### src/rtl/tm1638_bus_arbiter.sv
// TM1638 bus arbiter: grants whole frames from two byte requesters to a
// single serial byte engine, drives the frame strobe and the dio direction,
// and returns read bytes to the requester that owns the frame.
// Optional build macro TM1638_ARB_TIMEOUT_EN: aborts a frame whose owner
// leaves the ISSUE state waiting for a byte for 256 cycles.
//
// state     | meaning
// ----------+-------------------------------------------------------------
// IDLE      | strobe high, arbitrate between pending requesters
// SETUP     | strobe low for one cycle before the first byte
// ISSUE     | wait for the granted byte, hand it to the engine
// WAIT_BUSY | engine has the byte, wait for it to report busy
// WAIT_DONE | engine shifting, wait for busy to drop; return read data
// GAP       | strobe high for the inter-frame gap, then back to IDLE
module tm1638_bus_arbiter #(
  parameter int clk_mhz    = 50,
  parameter int gap_cycles = clk_mhz
) (
  input  logic       clk,
  input  logic       rst_n,
  input  logic       req0_valid,
  input  logic       req0_last,
  input  logic       req0_rd,
  input  logic [7:0] req0_data,
  output logic       req0_ready,
  input  logic       req1_valid,
  input  logic       req1_last,
  input  logic       req1_rd,
  input  logic [7:0] req1_data,
  output logic       req1_ready,
  output logic       rsp_valid,
  output logic [7:0] rsp_data,
  output logic       rsp_id,
  output logic       eng_latch,
  output logic [7:0] eng_data_in,
  input  logic       eng_busy,
  input  logic [7:0] eng_data_out,
  output logic       sio_stb,
  output logic       sio_rw
);

  // The gap never drops below 1 us, whatever gap_cycles is set to.
  localparam int gap_len = (gap_cycles < clk_mhz) ? clk_mhz : gap_cycles;
  localparam int gw = $clog2(gap_len + 1);
  localparam logic [gw-1:0] gap_load = gw'(gap_len);

  typedef enum logic [2:0] {
    IDLE      = 3'd0,
    SETUP     = 3'd1,
    ISSUE     = 3'd2,
    WAIT_BUSY = 3'd3,
    WAIT_DONE = 3'd4,
    GAP       = 3'd5
  } state_t;

  state_t        state;
  logic          grant;
  logic          prio;
  logic          cur_last;
  logic          cur_rd;
  logic [gw-1:0] gap_cnt;
`ifdef TM1638_ARB_TIMEOUT_EN
  logic [7:0]    to_cnt;
`endif

  logic       sel_valid;
  logic       sel_last;
  logic       sel_rd;
  logic [7:0] sel_data;
  logic       accept;
  logic       pick;
  logic       pick_rd;

  // Granted-requester mux, arbitration pick and the byte handshake. Ready and
  // latch are decoded from state so the byte is taken in the cycle it is seen.
  always_comb begin
    sel_valid   = grant ? req1_valid : req0_valid;
    sel_last    = grant ? req1_last  : req0_last;
    sel_rd      = grant ? req1_rd    : req0_rd;
    sel_data    = grant ? req1_data  : req0_data;
    pick        = (req0_valid & req1_valid) ? prio : req1_valid;
    pick_rd     = pick ? req1_rd : req0_rd;
    accept      = (state == ISSUE) & sel_valid;
    req0_ready  = accept & ~grant;
    req1_ready  = accept & grant;
    eng_latch   = accept;
    eng_data_in = (accept & ~sel_rd) ? sel_data : 8'h00;
  end

  // Frame sequencer with registered strobe, direction and response outputs.
  always_ff @(posedge clk or negedge rst_n) begin
    if (!rst_n) begin
      state     <= IDLE;
      grant     <= 1'b0;
      prio      <= 1'b0;
      cur_last  <= 1'b0;
      cur_rd    <= 1'b0;
      gap_cnt   <= '0;
      sio_stb   <= 1'b1;
      sio_rw    <= 1'b1;
      rsp_valid <= 1'b0;
      rsp_data  <= 8'h00;
      rsp_id    <= 1'b0;
`ifdef TM1638_ARB_TIMEOUT_EN
      to_cnt    <= 8'd0;
`endif
    end else begin
      rsp_valid <= 1'b0;
      case (state)
        IDLE: begin
          if (req0_valid | req1_valid) begin
            grant   <= pick;
            prio    <= ~pick;
            sio_stb <= 1'b0;
            sio_rw  <= ~pick_rd;
            state   <= SETUP;
          end
        end
        SETUP: begin
          state <= ISSUE;
`ifdef TM1638_ARB_TIMEOUT_EN
          to_cnt <= 8'd255;
`endif
        end
        ISSUE: begin
          if (sel_valid) begin
            cur_last <= sel_last;
            cur_rd   <= sel_rd;
            sio_rw   <= ~sel_rd;
            state    <= WAIT_BUSY;
          end
`ifdef TM1638_ARB_TIMEOUT_EN
          else if (to_cnt == 8'd0) begin
            sio_stb <= 1'b1;
            sio_rw  <= 1'b1;
            gap_cnt <= gap_load;
            state   <= GAP;
          end else begin
            to_cnt <= to_cnt - 8'd1;
          end
`endif
        end
        WAIT_BUSY: begin
          if (eng_busy) state <= WAIT_DONE;
        end
        WAIT_DONE: begin
          if (!eng_busy) begin
            if (cur_rd) begin
              rsp_valid <= 1'b1;
              rsp_data  <= eng_data_out;
              rsp_id    <= grant;
            end
            if (cur_last) begin
              sio_stb <= 1'b1;
              sio_rw  <= 1'b1;
              gap_cnt <= gap_load;
              state   <= GAP;
            end else begin
              state <= ISSUE;
`ifdef TM1638_ARB_TIMEOUT_EN
              to_cnt <= 8'd255;
`endif
            end
          end
        end
        GAP: begin
          // Saturating down-count; terminal count 1 gives gap_len GAP cycles.
          if (gap_cnt <= gw'(1)) state <= IDLE;
          else gap_cnt <= gap_cnt - gw'(1);
        end
        default: state <= IDLE;
      endcase
    end
  end

endmodule

### config.mk
export PLATFORM = sky130hd
export DESIGN_NAME = tm1638_bus_arbiter
export DESIGN_NICKNAME = d
export VERILOG_FILES = /design/src/rtl/tm1638_bus_arbiter.sv
export SDC_FILE = /design/constraint.sdc
export NUM_CORES = 1
export LEC_CHECK = 0
export ABC_AREA = 1
export CAP_MARGIN = 0
export CORE_MARGIN = 8
export CORE_UTILIZATION = 45
export DETAILED_ROUTE_END_ITERATION = 12
export DONT_BUFFER_PORTS = 1
export GPL_ROUTABILITY_DRIVEN = 0
export PLACE_DENSITY = 0.63
export SLEW_MARGIN = 20
export SYNTH_ARGS = -nofsm -noshare
export SYNTH_HDL_FRONTEND = slang
export SYNTH_SLANG_ARGS = --single-unit
### constraint.sdc
create_clock -name clk -period 1.8 [get_ports clk]
set_clock_uncertainty 0.15 [all_clocks]
set_input_delay 0.36 -clock clk [delete_from_list [all_inputs] [get_ports clk]]
set_output_delay 0.36 -clock clk [all_outputs]
set_load 0.01 [all_outputs]
==> results.yml <==
final_layout:
  finalNonFillerCells: 285
  largest-register: "rsp_data"
  syn_to_final_growth_pct: 32.7
  layout_common_cells: "nand2_1, buf_4, dfrtp_1"
  final_util: 0.630
  fin_area_um2: 1920
  final_common_cell: "nand2_1"
  antennaDiodeCount: 0
  drive_above_1_share: 0.278
  final_net_count: 277
  reg_top3: "rsp_data (8), gap_cnt (6), state (3)"
  largest_reg_flops: 8
pwr:
  vdd_drop_max_mv: 0.824
  p_leak_nw: 0.965
  cellPowerDensity_nw_per_um2: 1480
global_route:
  grt_max_degree: 26
  antenna_found_initial: 0
  grt_pass1_wl_um: 6350
  track_usage: 0.149
  grt_overflow: 0
  grt_pass1_vias: 1473
worst_setup_path:
  end_kind: "output port"
  cp_num_buf_inv: 3
  crit_chain: "inv_2 > nand2_2 > nor2_4 > nand2_2 > nor2_4 > inv_4 > a21oi_2 > buf_4"
  crit_arrival_ns: 1.54
  path_max_fanout: 8
  path_class: "register to output port"
  critPathTopFamily: "flip-flops"
  start_kind: "register"
  crit_slowest_cell: "dfrtp_1"
  cp.required_ns: 1.29
  cpPeakStageDelay_ns: 0.42
detailed_routing:
  routed_wl_um: 4000
  vias: 1449
  antenna_left: 0
  drc: 0
  avgViaCountPerCell: 5.08
  detail_route.wl_per_cell_um: 14.0
  drtIter0Drc: 81
  dr.pass1.iters: 4
placed_design:
  dpl.hpwl_um: 2820
  dpl.cell_count: 258
  placed_area_um2: 1570
  io_buffers: 0
yosys:
  synth_fp_nets: 241
  yosys_register_bits: 25
  synth_area_leaders: "dfrtp_1, nand2_1, nor2_1"
  avgSynthCellArea_um2: 7.04
  synth_top_area_cell: "dfrtp_1"
  ys_seq_area_frac: 0.433
  synthCells: 206
  synth_cell_types: 25
  yosysWarnings: 0
  synth_top_area_share: 0.397
  syn_area_um2: 1450
sta:
  period_needed_ns: 2.05
  fmax_ghz: 0.488
  setup_tns_ns: -1.76
  setup_slack_ns: -0.251
  worstMarginPinSlew_ns: 0.245
  fin_crit_sh: 1.14
  whs_ns: 0.0431
  setup_viol: 9
  grt_setup_unrepaired: "true"
  max_slew_margin: 0.835
  drv_slew: 0
  hold_viol_final: 0
floorplanning:
  io_pins: 56
  die_w_um: 72.8
  die_h_um: 72.8
  core-area_um2: 3050
  initial_utilization: 0.475
  dieArea_um2: 5290
  num_rows: 20
run:
  max-cap-violations: 0
hold_path:
  min_path_type: "input pin to register"
outcome:
  violations: "negative setup slack"
  status: "finished, violations left"
clock_network:
  cts_tree: "yes"
  clk_path_buf_depth: 2
  clk_pin_slew_worst_paths_ns: 0.15
  clk-insertion-delay-late_ns: 0.32
  cts_htree_levels: 1
  clockRootBuffer: "clkbuf_4"
  clock_sinks: 25
  numCtsBuffers: 3
path summary, 6_finish.rpt:
path,depth (start not counted),slack [ns],startpoint,to
min reg2reg,2,0.36,sio_rw,sio_rw
min,2,0.04,req0_last,cur_last
max in group asynchronous,2,0.98,rst_n,sio_stb
max reg2reg,9,0.11,state[0],gap_cnt[4]
max,8,-0.25,state[0],eng_data_in[4]
min in group asynchronous,2,0.30,rst_n,gap_cnt[0]
area by class of cell:
cell class | count | area [µm²]
clock inverters | 1 | 7.51
inverters | 23 | 98.8
multi-input cells | 155 | 808
repair buffers | 34 | 303
clock buffers | 3 | 22.5
flip-flops and latches | 25 | 629
fillers | 260 | 1130
well taps | 44 | 55.1
routing by layer:
layer	share of wire	up-vias	wire length [µm]	global-route usage
li1	-	715	-	-
met1	0.41	656	1660	0.171
met2	0.47	69	1880	0.239
met3	0.10	9	409	0.0701
met4	0.014	0	55	0.0489
met5	0	-	0	0
per-stage QoR:
stage	worst slack, ns	total power [mW]
global placement	0.127	2.17
CTS	-0.238	2.78
detailed placement	0.0298	2.20
floorplan	0.0884	1.89
finish	-0.251	2.84
global route	-0.331	3.08
power by group:
part	switching, mW	internal [mW]
combinational	0.864	0.643
sequential	0.252	0.823
clock	0.175	0.0848
synthesized netlist by cell type:
library cell / number
nand4_1: 1
ha_1: 2
nor3_1: 1
nand2_2: 4
nor2_1: 19
inv_1: 18
or2_2: 1
o211ai_1: 1
xnor2_1: 1
nand3_2: 2
nand2_4: 1
nor2_4: 2
o21ai_1: 1
nand2_1: 81
inv_2: 5
clkbuf_1: 1
o21ai_0: 8
a21oi_1: 11
dfrtp_1: 23
nor2_2: 3
xor2_1: 2
dfstp_2: 2
buf_2: 2
nand3_1: 13
o21a_1: 1
logic make-up after synthesis:
family | synth area share
AOI/OAI and AO/OA | 0.0794
and+or+nand+nor | 0.383
adders and majority gates | 0.0173
xor gates and xnor gates | 0.0181
DFF | 0.433
buffers and inverters | 0.0690
what timing repair did:
action,in CTS,in global routing
pin swaps,6,2
hold endpoints to repair,33,0
gates resized for setup,22,6
gates cloned,0,0
endpoints found under the setup margin,11,20
hold buffers,10,0
setup buffers,13,1
Power figures use the tool's default switching activity.
